===== src/rtl/dpram_rr_arbiter_pkg.sv =====
// Shared types and helpers for the dual-port RAM round-robin arbiter.
package dpram_arb_pkg;

    localparam int unsigned AWIDTH_DEF = 12;
    localparam int unsigned DWIDTH_DEF = 60;
    localparam int unsigned MAX_REQ    = 8;
    localparam int unsigned IDX_W      = 3;

    typedef logic [IDX_W-1:0] idx_t;

    // Pipeline tag: valid marks a read whose data must be routed back.
    typedef struct packed {
        logic valid;
        idx_t idx;
    } tag_t;

    typedef struct packed {
        logic found;
        idx_t idx;
    } pick_t;

    // First set bit of mask at or after ptr, searching cyclically over num entries.
    function automatic pick_t rr_pick(input logic [MAX_REQ-1:0] mask, input idx_t ptr,
                                      input int unsigned num);
        pick_t       r;
        int unsigned j;
        r = '0;
        for (int unsigned k = 0; k < MAX_REQ; k++) begin
            j = (32'(ptr) + k) % num;
            if ((k < num) && !r.found && mask[j[IDX_W-1:0]]) begin
                r.found = 1'b1;
                r.idx   = j[IDX_W-1:0];
            end
        end
        return r;
    endfunction

    function automatic idx_t idx_inc(input idx_t i, input int unsigned num);
        return idx_t'((32'(i) + 32'd1) % num);
    endfunction

endpackage


===== src/rtl/dpram_rr_arbiter_if.sv =====
// Client-side request/grant/read-return bundle of the arbiter.
interface dpram_rr_arbiter_if
    import dpram_arb_pkg::*;
#(
    parameter int unsigned NUM_REQ = 4,
    parameter int unsigned AWIDTH  = AWIDTH_DEF,
    parameter int unsigned DWIDTH  = DWIDTH_DEF
);
    logic [NUM_REQ-1:0]        req;
    logic [NUM_REQ-1:0]        req_we;
    logic [NUM_REQ*AWIDTH-1:0] req_addr;
    logic [NUM_REQ*DWIDTH-1:0] req_wdata;
    logic [NUM_REQ-1:0]        gnt;
    logic [NUM_REQ-1:0]        rd_valid;
    logic [NUM_REQ*DWIDTH-1:0] rd_data;

    modport master (
        output req, req_we, req_addr, req_wdata,
        input  gnt, rd_valid, rd_data
    );

    modport slave (
        input  req, req_we, req_addr, req_wdata,
        output gnt, rd_valid, rd_data
    );
endinterface


===== src/rtl/dpram_rr_arbiter_rr_pick2.sv =====
// Combinational dual-winner round-robin picker with same-address conflict masking.
module rr_pick2
    import dpram_arb_pkg::*;
#(
    parameter int unsigned NUM_REQ = 4,
    parameter int unsigned AWIDTH  = AWIDTH_DEF
)(
    input  logic [NUM_REQ-1:0]        req,
    input  logic [NUM_REQ-1:0]        req_we,
    input  logic [NUM_REQ*AWIDTH-1:0] req_addr,
    input  idx_t                      ptr,
    output pick_t                     win_a,
    output pick_t                     win_b
);
    logic [MAX_REQ-1:0] req_pad;
    logic [MAX_REQ-1:0] we_pad;
    logic [MAX_REQ-1:0] mask_b;
    logic [AWIDTH-1:0]  addr_arr [MAX_REQ];
    pick_t              cand_a;
    pick_t              cand_b;
    logic               conflict;

    // Unused slots above NUM_REQ read as idle so 3-bit indices stay in range.
    for (genvar g = 0; g < MAX_REQ; g++) begin : g_pad
        if (g < NUM_REQ) begin : g_used
            assign req_pad[g]  = req[g];
            assign we_pad[g]   = req_we[g];
            assign addr_arr[g] = req_addr[g*AWIDTH +: AWIDTH];
        end else begin : g_idle
            assign req_pad[g]  = 1'b0;
            assign we_pad[g]   = 1'b0;
            assign addr_arr[g] = '0;
        end
    end

    // Pick W0 from ptr, W1 from W0+1, then deny W1 on a write-involved address clash.
    always_comb begin
        cand_a = rr_pick(req_pad, ptr, NUM_REQ);
        mask_b = req_pad;
        mask_b[cand_a.idx] = 1'b0;
        cand_b = rr_pick(mask_b, idx_inc(cand_a.idx, NUM_REQ), NUM_REQ);
        conflict = cand_a.found && cand_b.found
                   && (addr_arr[cand_a.idx] == addr_arr[cand_b.idx])
                   && (we_pad[cand_a.idx] || we_pad[cand_b.idx]);
        win_a = cand_a;
        win_b = cand_b;
        if (conflict) begin
            win_b.found = 1'b0;
        end
    end
endmodule


===== src/rtl/dpram_rr_arbiter.sv =====
// Round-robin arbiter sharing one true-dual-port RAM among NUM_REQ clients.
module dpram_rr_arbiter
    import dpram_arb_pkg::*;
#(
    parameter int unsigned NUM_REQ = 4,
    parameter int unsigned AWIDTH  = AWIDTH_DEF,
    parameter int unsigned DWIDTH  = DWIDTH_DEF,
    parameter int unsigned IDW     = $clog2(NUM_REQ)
)(
    input  logic               clk,
    input  logic               resetn,
    dpram_rr_arbiter_if.slave  cli,
    output logic [AWIDTH-1:0]  address_a,
    output logic [AWIDTH-1:0]  address_b,
    output logic               wren_a,
    output logic               wren_b,
    output logic [DWIDTH-1:0]  data_a,
    output logic [DWIDTH-1:0]  data_b,
    input  logic [DWIDTH-1:0]  out_a,
    input  logic [DWIDTH-1:0]  out_b
);
    if (IDW != $clog2(NUM_REQ)) begin : g_bad_idw
        $error("IDW must equal clog2(NUM_REQ)");
    end

    idx_t               rr_ptr;
    idx_t               ptr_nxt;
    pick_t              win_a;
    pick_t              win_b;
    logic [MAX_REQ-1:0] gnt_pad;
    logic [MAX_REQ-1:0] we_pad;
    logic [AWIDTH-1:0]  addr_arr  [MAX_REQ];
    logic [DWIDTH-1:0]  wdata_arr [MAX_REQ];
    tag_t               tag_a;
    tag_t               tag_b;
    tag_t               ret_a;
    tag_t               ret_b;

    for (genvar g = 0; g < MAX_REQ; g++) begin : g_pad
        if (g < NUM_REQ) begin : g_used
            assign we_pad[g]    = cli.req_we[g];
            assign addr_arr[g]  = cli.req_addr[g*AWIDTH +: AWIDTH];
            assign wdata_arr[g] = cli.req_wdata[g*DWIDTH +: DWIDTH];
        end else begin : g_idle
            assign we_pad[g]    = 1'b0;
            assign addr_arr[g]  = '0;
            assign wdata_arr[g] = '0;
        end
    end

    rr_pick2 #(
        .NUM_REQ (NUM_REQ),
        .AWIDTH  (AWIDTH)
    ) u_pick (
        .req      (cli.req),
        .req_we   (cli.req_we),
        .req_addr (cli.req_addr),
        .ptr      (rr_ptr),
        .win_a    (win_a),
        .win_b    (win_b)
    );

    // Grant decode, forced low while reset is asserted.
    always_comb begin
        gnt_pad = '0;
        if (resetn) begin
            if (win_a.found) gnt_pad[win_a.idx] = 1'b1;
            if (win_b.found) gnt_pad[win_b.idx] = 1'b1;
        end
    end

    assign cli.gnt = gnt_pad[NUM_REQ-1:0];

    // Next pointer follows the last granted requester.
    always_comb begin
        ptr_nxt = rr_ptr;
        if (win_b.found) begin
            ptr_nxt = idx_inc(win_b.idx, NUM_REQ);
        end else if (win_a.found) begin
            ptr_nxt = idx_inc(win_a.idx, NUM_REQ);
        end
    end

    // Round-robin pointer register.
    always_ff @(posedge clk or negedge resetn) begin
        if (!resetn) begin
            rr_ptr <= '0;
        end else begin
            rr_ptr <= ptr_nxt;
        end
    end

    // Command stage: winners drive the RAM ports; idle ports hold address/data.
    always_ff @(posedge clk or negedge resetn) begin
        if (!resetn) begin
            address_a <= '0;
            address_b <= '0;
            data_a    <= '0;
            data_b    <= '0;
            wren_a    <= 1'b0;
            wren_b    <= 1'b0;
            tag_a     <= '0;
            tag_b     <= '0;
        end else begin
            wren_a <= 1'b0;
            wren_b <= 1'b0;
            tag_a  <= '0;
            tag_b  <= '0;
            if (win_a.found) begin
                address_a <= addr_arr[win_a.idx];
                data_a    <= wdata_arr[win_a.idx];
                wren_a    <= we_pad[win_a.idx];
                tag_a     <= tag_t'{valid: !we_pad[win_a.idx], idx: win_a.idx};
            end
            if (win_b.found) begin
                address_b <= addr_arr[win_b.idx];
                data_b    <= wdata_arr[win_b.idx];
                wren_b    <= we_pad[win_b.idx];
                tag_b     <= tag_t'{valid: !we_pad[win_b.idx], idx: win_b.idx};
            end
        end
    end

    // Return-stage tags, aligned with the RAM's registered read data.
    always_ff @(posedge clk or negedge resetn) begin
        if (!resetn) begin
            ret_a <= '0;
            ret_b <= '0;
        end else begin
            ret_a <= tag_a;
            ret_b <= tag_b;
        end
    end

    // RAM data is only present in the strobe cycle, so rd_data bypasses out_x
    // while rd_valid is high and a per-requester register holds it afterwards.
    for (genvar g = 0; g < NUM_REQ; g++) begin : g_ret
        localparam idx_t GI = idx_t'(g);
        logic              hit_a;
        logic              hit_b;
        logic [DWIDTH-1:0] hold_q;
        logic [DWIDTH-1:0] data_cur;

        assign hit_a    = ret_a.valid && (ret_a.idx == GI);
        assign hit_b    = ret_b.valid && (ret_b.idx == GI);
        assign data_cur = hit_a ? out_a : (hit_b ? out_b : hold_q);

        assign cli.rd_valid[g]                  = hit_a || hit_b;
        assign cli.rd_data[g*DWIDTH +: DWIDTH] = data_cur;

        // Hold the most recently returned word until the next strobe.
        always_ff @(posedge clk or negedge resetn) begin
            if (!resetn) begin
                hold_q <= '0;
            end else begin
                hold_q <= data_cur;
            end
        end
    end
endmodule


===== src/flat_wrapper.sv =====
// flat-port wrapper written by rule: the top's interface ports become plain ports
module dpram_rr_arbiter_flat import dpram_arb_pkg::*;
#(
    parameter int unsigned NUM_REQ = 4,
    parameter int unsigned AWIDTH  = AWIDTH_DEF,
    parameter int unsigned DWIDTH  = DWIDTH_DEF,
    parameter int unsigned IDW     = $clog2(NUM_REQ)
)
  (clk, resetn, address_a, address_b, wren_a, wren_b, data_a, data_b, out_a, out_b, cli_req, cli_req_we, cli_req_addr, cli_req_wdata, cli_gnt, cli_rd_valid, cli_rd_data);
  dpram_rr_arbiter_if #(.NUM_REQ(NUM_REQ), .AWIDTH(AWIDTH), .DWIDTH(DWIDTH)) cli_i ();
  input  logic clk;
  input  logic resetn;
  output logic [AWIDTH-1:0] address_a;
  output logic [AWIDTH-1:0] address_b;
  output logic wren_a;
  output logic wren_b;
  output logic [DWIDTH-1:0] data_a;
  output logic [DWIDTH-1:0] data_b;
  input  logic [DWIDTH-1:0] out_a;
  input  logic [DWIDTH-1:0] out_b;
  input wire logic [$bits(cli_i.req)-1:0] cli_req;
  input wire logic [$bits(cli_i.req_we)-1:0] cli_req_we;
  input wire logic [$bits(cli_i.req_addr)-1:0] cli_req_addr;
  input wire logic [$bits(cli_i.req_wdata)-1:0] cli_req_wdata;
  output wire logic [$bits(cli_i.gnt)-1:0] cli_gnt;
  output wire logic [$bits(cli_i.rd_valid)-1:0] cli_rd_valid;
  output wire logic [$bits(cli_i.rd_data)-1:0] cli_rd_data;
  assign cli_i.req = cli_req;
  assign cli_i.req_we = cli_req_we;
  assign cli_i.req_addr = cli_req_addr;
  assign cli_i.req_wdata = cli_req_wdata;
  assign cli_gnt = cli_i.gnt;
  assign cli_rd_valid = cli_i.rd_valid;
  assign cli_rd_data = cli_i.rd_data;
  dpram_rr_arbiter #(.NUM_REQ(NUM_REQ), .AWIDTH(AWIDTH), .DWIDTH(DWIDTH), .IDW(IDW)) u_core (.clk(clk), .resetn(resetn), .cli(cli_i), .address_a(address_a), .address_b(address_b), .wren_a(wren_a), .wren_b(wren_b), .data_a(data_a), .data_b(data_b), .out_a(out_a), .out_b(out_b));
endmodule

===== config.mk =====
export PLATFORM = sky130hd
export DESIGN_NAME = dpram_rr_arbiter_flat
export DESIGN_NICKNAME = d
export VERILOG_FILES = /design/src/rtl/dpram_rr_arbiter_pkg.sv /design/src/rtl/dpram_rr_arbiter_if.sv /design/src/rtl/dpram_rr_arbiter_rr_pick2.sv /design/src/rtl/dpram_rr_arbiter.sv /design/src/flat_wrapper.sv
export SDC_FILE = /design/constraint.sdc
export NUM_CORES = 1
export LEC_CHECK = 0
export BUFFER_PORTS_ARGS = -buffer_cell sky130_fd_sc_hd__buf_4
export CAP_MARGIN = 20
export CORE_AREA = 2 2 315 317
export DETAILED_ROUTE_END_ITERATION = 10
export DIE_AREA = 0 0 317 319
export SYNTH_ARGS = -nofsm -noshare
export SYNTH_HDL_FRONTEND = slang
export SYNTH_HIERARCHICAL = 1
export SYNTH_SLANG_ARGS = --single-unit

===== constraint.sdc =====
create_clock -name clk -period 4.55 [get_ports clk]
set_input_delay 0.2275 -clock clk [delete_from_list [all_inputs] [get_ports clk]]
set_output_delay 0.2275 -clock clk [all_outputs]
set_load 0.1 [all_outputs]

Word-level counts from Yosys, hierarchy flattened
Index checks and enable logic that the tools add are counted.

Div/mod/pow operators: 0. Mux-type cells: 63. Reductions and logical operators: 35. Multipliers: 0. Shift operators: 0. Equal/unequal tests: 7. Order comparisons: 14. Add/subtract/negate cells: 8. Bitwise logic cells: 5.

Operators by type and width (count): two-way mux 60 bit (12); binary-select mux 60 bit (select 3 bit) (2); binary-select mux 12 bit (select 3 bit) (2); two-way mux 4 bit (14); two-way mux 12 bit (4); < comparator 2 x 4 -> 1 bit (second input constant) (8); logical AND 1 bit (19); binary-select mux 1 bit (select 2 bit) (8); two-way mux 1 bit (15); equality test 12 bit (1); equality test 3 x 2 -> 1 bit (second input constant) (4); adder 2 x 1 -> 2 bit (second input constant) (4); adder 2 bit (second input constant) (4); greater-or-equal comparator 4 bit (second input constant) (2); zero test 1 bit (8); < comparator 3 x 4 -> 1 bit (second input constant) (2); NOT 3 -> 4 bit (2); binary-select mux 1 bit (select 3 bit) (2); demux 1 bit (select 3 bit) (2); equality test 3 x 1 -> 1 bit (second input constant) (2); greater-or-equal comparator 3 x 1 -> 1 bit (second input constant) (2); zero test 3 bit (2); logical OR 1 bit (5); AND 4 bit (1); 4 further kinds (5).

Bits in latches: 0. Bits in writable memories: 0. Bits in read-only memories: 0. Memories kept: 0. Input bits: 418. Word-level logic and storage cells: 151. Bits in registers: 404.

Depth between registers and ports, before layout
Gate-level depths: netlist of the first run.

Depth in word-level cells: 40. Gate-level depth with buffers: 15.

Modules after synthesis
The synthesis of the first run kept the hierarchy.

Modules (own cells, without submodules): dpram_rr_arbiter (cells each 1614, seq. area each 10109.7 um^2, area an instance 20273.2 um^2, times used 1); rr_pick2 (cells each 164, seq. area each 0.0 um^2, area an instance 1376.3 um^2, times used 1).

Worst setup path before layout of the first run
Ideal clock, no wire load.

Kind: register -> register. Start point: reg u_core/ret_b[0] in the netlist's numbering. End point: reg u_core.g_ret[0].hold_q[10]. Path buffers: 2. Cell stages (with the launch flop): 6. Data arrival time: 3.271 ns. Setup slack: 0.926 ns. Required time: 4.197 ns. Cells stage by stage: dfrtp_1 -> nor4b_1 -> buf_2 -> buf_4 -> mux2i_1 -> o21ai_0.

Word-level cells in the longest chain between the ends: 4.

RTL lines: start, declared (RTL line dpram_rr_arbiter.sv:37) `tag_t ret_b;`; start signal, assigned (RTL line dpram_rr_arbiter.sv:131) `ret_b <= tag_b;`; zero test 3 bit (RTL line dpram_rr_arbiter.sv:145) `assign hit_b = ret_b.valid && (ret_b.idx == GI);`; logical AND 1 bit (RTL line dpram_rr_arbiter.sv:145); two-way mux 60 bit (2 in series) (RTL line dpram_rr_arbiter.sv:146) `assign data_cur = hit_a ? out_a : (hit_b ? out_b : hold_q);`; named net cli_rd_data[10] (RTL line flat_wrapper.sv:27) `output wire logic [$bits(cli_i.rd_data)-1:0] cli_rd_data;`; end signal, assigned (RTL line dpram_rr_arbiter.sv:156) `hold_q <= data_cur;`; end, declared (RTL line dpram_rr_arbiter.sv:141) `logic [DWIDTH-1:0] hold_q;`.

The timed path passes the listed nets, and every way through them passes these cells. A chain may end at the register's enable or synchronous reset.

==> results.sh, run 1 <==
export IMPL_grt_usage=0.189
export IMPL_die_area_sq_um=101000
export IMPL_max_cap_violations=0
export IMPL_drt_pass1_iter_count=5
export IMPL_finalSetupTns_ns=0
export IMPL_status="finished clean"
export IMPL_fin_nets=3098
export IMPL_hold_worst_slack_ns=0.0524
export IMPL_clock_sinks=404
export IMPL_finalHoldViolations=0
export IMPL_port_buffers=811
export IMPL_cp_max_fo=46
export IMPL_hpwl_um=75000
export IMPL_syn_area_sq_um=21600
export IMPL_antenna_found_initial=28
export IMPL_arrival_ns=4.00
export IMPL_synthCells=1777
export IMPL_grt_pass1_vias=19500
export IMPL_synth_avg_cell_area_sq_um=12.2
export IMPL_setup_viol=0
export IMPL_post_route_drc_count=0
export IMPL_crit_slowest_cell="o32a_4"
export IMPL_drv_slew=0
export IMPL_worstPathRequired_ns=4.32
export IMPL_fmax_mhz=237
export IMPL_core_sq_um=97700
export IMPL_insertion_delay_ns=0.60
export IMPL_cts_tree="yes"
export IMPL_final_util=0.330
export IMPL_areaGrowthSynthToFinish_pct=48.8
export IMPL_wl_um=99800
export IMPL_pin_count=812
export IMPL_worstHoldPathType="in -> reg"
export IMPL_end_kind="primary output"
export IMPL_post_route_period_util=0.928
export IMPL_die_y_um=319
export IMPL_drive_above_1_share=0.405
export IMPL_rows=115
export IMPL_layout_common_cells="buf_4, dfrtp_1, mux2i_1"
export IMPL_cts_buffer_depth=3
export IMPL_ys_warn_count=6
export IMPL_drt_iter0_markers=1372
export IMPL_die_w_um=317
export IMPL_htree_levels=2
export IMPL_grt_max_degree=132
export IMPL_timing_slew_headroom=0.360
export IMPL_place_gp_congestion=0.895
export IMPL_cp_slowest_stage_delay_ns=0.65
export IMPL_rsz0062_at_grt="false"
export IMPL_final_common_cell="buf_4"
export IMPL_vias=19100
export IMPL_skew_ns=0.0127
export IMPL_drtAntennaViolNets=0
export IMPL_cts_inserted_buffers=48
export IMPL_grt_pass1_wl_um=141000
export IMPL_overflow=0
export IMPL_finalCriticalPeriod_ns=4.22
export IMPL_cp_cell_sequence="inv_1 > a21oi_1 > o32a_4 > mux2i_1 > mux2i_1 > xnor2_1 > nand4_1 > nor3_1 > a21oi_1 > buf_4 > nand2_1 > nor2_1 > o21a_1 > buf_4"
export IMPL_critical_path_startpoint_type="flop"
export IMPL_clkTransAtPathRegs_ns=0.06
export IMPL_crit_type="reg -> out"
export IMPL_wl_per_cell_um=24.8
export IMPL_worstMarginPinSlew_ns=0.960
export IMPL_initial_core_util=0.222
export IMPL_post_drt_via_cell_ratio=4.76
export IMPL_cts_root_buf="clkbuf_16"
## stage by stage
step / area, sq um / cells / setup slack (ns)
final: 32200 / 4017 / 0.326
after detailed placement: 29000 / 3750 / 0.586
after global placement: 29000 / 3750 / 0.652
after floorplan: 21600 / 1778 / 0.926
after CTS: 32100 / 3997 / 0.000333
after global routing: 32200 / 4013 / 0.0382
## timing repair
item	CTS	global route
resized for setup	0	2
setup endpoints to repair	0	4
endpoints found under the hold margin	332	0
setup buffers	0	5
hold buffers	162	0
## flip-flops by register name, indices dropped and copies added (netlist names)
register and count:
u_core/g_ret.hold_q 240, u_core/ret_a 4, u_core/data_b 60, u_core/ret_b 4, u_core/address_a 12, u_core/rr_ptr 2, u_core/data_a 60, u_core/wren_a 1
u_core/address_b 12, u_core/tag_a 4, u_core/tag_b 4, u_core/wren_b 1
## layer usage
layer	share of wire	GRT usage	up-vias
met2	0.49	0.318	846
met5	0.0011	0	-
met3	0.094	0.0659	207
li1	-	-	8482
met1	0.36	0.210	9574
met4	0.055	0.0974	16
## critical path, delay by kind of cell, from the launching register on
kind / cells / cell delay [ns]
compound gates: 4 / 1.11
flops: 1 / 0.56
buf+inv: 3 / 0.56
simple gates: 4 / 0.52
mux: 2 / 0.37
xor+xnor: 1 / 0.25
## worst paths after layout
check                                                   from                              endpoint  slack (ns)  cells past startpoint
max in group asynchronous                             resetn         u_core/data_b[58]$_DFFE_PN0P_        2.89                      3
worst max register to register  u_core/rr_ptr[0]$_DFFE_PN0P_         u_core/data_b[34]$_DFFE_PN0P_        0.76                     14
worst max-delay path            u_core/rr_ptr[0]$_DFFE_PN0P_                            cli_gnt[1]        0.33                     14
min in group asynchronous                             resetn  u_core/g_ret[3].hold_q[32]$_DFF_PN0_        0.28                      2
worst min-delay path                               out_b[30]  u_core/g_ret[3].hold_q[30]$_DFF_PN0_        0.05                      3
worst min register to register     u_core/tag_a[0]$_DFF_PN0_             u_core/ret_a[0]$_DFF_PN0_        0.34                      0
## final cells by class
cell class                      instances  area [sq um]
Timing Repair Buffer                 1012          8200
Fill cell                            9872         65500
Tap cell                             1287          1610
Inverter                                8          37.5
Sequential cell                       404         10100
Antenna cell                           15          37.5
Multi-Input combinational cell       1206         10700
Clock inverter                         16           146
Clock buffer                           69          1400
Power of run 1 is not shown: default switching activity piles up to over one toggle a cycle in this logic, so the estimate is an artifact.
==> inputs of run 2 (changes only) <==
--- a/config.mk
+++ b/config.mk
@@ -7,9 +7,10 @@
 export LEC_CHECK = 0
 export BUFFER_PORTS_ARGS = -buffer_cell sky130_fd_sc_hd__buf_4
 export CAP_MARGIN = 20
-export CORE_AREA = 2 2 315 317
+export CORE_AREA = 4 4 315 317
+export CTS_BUF_LIST = sky130_fd_sc_hd__clkbuf_2 sky130_fd_sc_hd__clkbuf_4 sky130_fd_sc_hd__clkbuf_8
 export DETAILED_ROUTE_END_ITERATION = 10
-export DIE_AREA = 0 0 317 319
+export DIE_AREA = 0 0 319 321
 export SYNTH_ARGS = -nofsm -noshare
 export SYNTH_HDL_FRONTEND = slang
 export SYNTH_HIERARCHICAL = 1
==> run 2 against run 1 <==
  * Maximum frequency down 2.4%
  * Global-route usage hardly changed
  * Cell area grew 9.9%
  * Critical path depth is the same
  * Routed wire length increased by 2.6%
==> results.sh, run 2 (synthesis gave the netlist of run 1 again) <==
export IMPL_clock_sinks=404
export IMPL_core_sq_um=96300
export IMPL_insertion_delay_ns=0.68
export IMPL_final_common_cell="buf_4"
export IMPL_crit_slowest_cell="dfrtp_2"
export IMPL_drtAntennaViolNets=0
export IMPL_finalSetupTns_ns=0
export IMPL_cts_tree="yes"
export IMPL_critical_path_startpoint_type="flop"
export IMPL_drv_slew=0
export IMPL_arrival_ns=4.10
export IMPL_clkTransAtPathRegs_ns=0.06
export IMPL_cp_cell_sequence="nand2b_1 > o2bb2ai_1 > a211oi_4 > buf_12 > mux2i_1 > mux2i_1 > xnor2_1 > nand4_1 > nor3_1 > a21oi_2 > nand2_1 > nor2_1 > o21a_1 > buf_4"
export IMPL_drt_iter0_markers=1459
export IMPL_die_y_um=321
export IMPL_nFillCells=9408
export IMPL_port_buffers=811
export IMPL_status="finished clean"
export IMPL_wl_per_cell_um=23.5
export IMPL_place_gp_congestion=0.880
export IMPL_grt_pass1_wl_um=146000
export IMPL_largest_register_ffs=240
export IMPL_grt_pass1_vias=21300
export IMPL_timing_slew_headroom=0.270
export IMPL_finalCriticalPeriod_ns=4.33
export IMPL_vias=20600
export IMPL_cts_root_buf="clkbuf_8"
export IMPL_overflow=0
export IMPL_drive_above_1_share=0.382
export IMPL_post_route_drc_count=0
export IMPL_areaGrowthSynthToFinish_pct=63.5
export IMPL_reg_largest_list="u_core/g_ret.hold_q: 240 flops, u_core/data_a: 60 flops, u_core/data_b: 60 flops"
export IMPL_end_kind="primary output"
export IMPL_worstMarginPinSlew_ns=1.09
export IMPL_worstPathRequired_ns=4.32
export IMPL_grt_usage=0.189
export IMPL_regMostFlops="u_core/g_ret.hold_q"
export IMPL_post_drt_via_cell_ratio=4.73
export IMPL_finalHoldViolations=0
export IMPL_cp_common_cell="mux2i_1"
export IMPL_die_area_sq_um=102000
export IMPL_crit_type="reg -> out"
export IMPL_fin_nets=3436
export IMPL_worstHoldPathType="in -> reg"
export IMPL_die_w_um=319
export IMPL_fmax_mhz=231
export IMPL_cts_buffer_depth=3
export IMPL_cp_max_fo=41
export IMPL_drt_pass1_iter_count=5
export IMPL_skew_ns=0.0456
export IMPL_pin_count=812
export IMPL_cts_inserted_buffers=78
export IMPL_setup_viol=0
export IMPL_cp_slowest_stage_delay_ns=0.54
export IMPL_htree_levels=3
export IMPL_wl_um=102000
export IMPL_layout_setup_ws_ns=0.224
export IMPL_place_ws_ns=0.317
export IMPL_hpwl_um=74700
export IMPL_initial_core_util=0.225
export IMPL_antenna_found_initial=19
export IMPL_rows=114
export IMPL_layout_common_cells="buf_4, dlygate4sd3_1, dfrtp_1"
export IMPL_post_route_period_util=0.951
export IMPL_grt_max_degree=142
export IMPL_max_cap_violations=0
[run 2: through the flow]
stage / hold WS, ns / area [sq um] / utilization / std cells
final: 0.0955 / 35400 / 0.368 / 4363
after global routing: 0.0269 / 35400 / 0.367 / 4358
after CTS: 0.00920 / 35300 / 0.366 / 4337
after detailed placement: 0.335 / 29100 / 0.302 / 3751
after global placement: 0.319 / 29100 / 0.302 / 3751
after floorplan: -0.0681 / 21600 / - / 1778
[run 2: timing repair]
item                       in CTS  in global routing
resized for setup               1                  4
gates cloned                    0                  1
setup endpoints to repair       4                 44
hold endpoints to repair      459                  0
setup buffers                   0                  7
hold buffers                  455                  0
pin swaps                       0                  2
[run 2: final cells by class]
class	instances	area [sq um]	share of cell area
antenna	18	45.0	0.00127
clock inverter	18	221	0.00626
sequential	404	10100	0.286
multi-input combinational	1207	10700	0.302
tap	1276	1600	0.0451
inverter	8	35.0	0.000990
clock buffer	113	1430	0.0404
timing repair buffer	1319	11300	0.318
[run 2: path summary, 6_finish.rpt]
kind                                               from                                    to  slack (ns)  cells after the start
max                        u_core/rr_ptr[1]$_DFFE_PN0P_                            cli_gnt[1]        0.22                     14
min                                  cli_req_wdata[121]          u_core/data_a[1]$_DFFE_PN0P_         0.1                      3
max reg2reg                u_core/rr_ptr[1]$_DFFE_PN0P_         u_core/data_a[53]$_DFFE_PN0P_        0.40                      9
min reg2reg                   u_core/tag_b[2]$_DFF_PN0_             u_core/ret_b[2]$_DFF_PN0_        0.34                      0
max in group asynchronous                        resetn  u_core/g_ret[2].hold_q[41]$_DFF_PN0_        2.97                      3
min in group asynchronous                        resetn         u_core/data_a[57]$_DFFE_PN0P_        0.21                      2
[run 2: worst max-delay path: cells and delay by family (launching register included)]
kind | cells | cell delay [ns]
multiplexers | 2 | 0.32
XOR/XNOR | 1 | 0.17
AO/OA/AOI/OAI | 4 | 1.02
buffers and inverters | 2 | 0.58
AND/OR/NAND/NOR | 5 | 0.78
flip-flops | 1 | 0.54
[run 2: per-layer routing]
layer  vias up  routed length (um)  track usage  part of all wire
met1     10100               38800        0.221              0.38
met5         -                   7            0          0.000068
met3       246                8980       0.0573             0.088
li1       9176                   -            -                 -
met4         2                6510        0.104             0.064
met2      1088               48100        0.313              0.47
Power of run 2 is left out for the same reason.
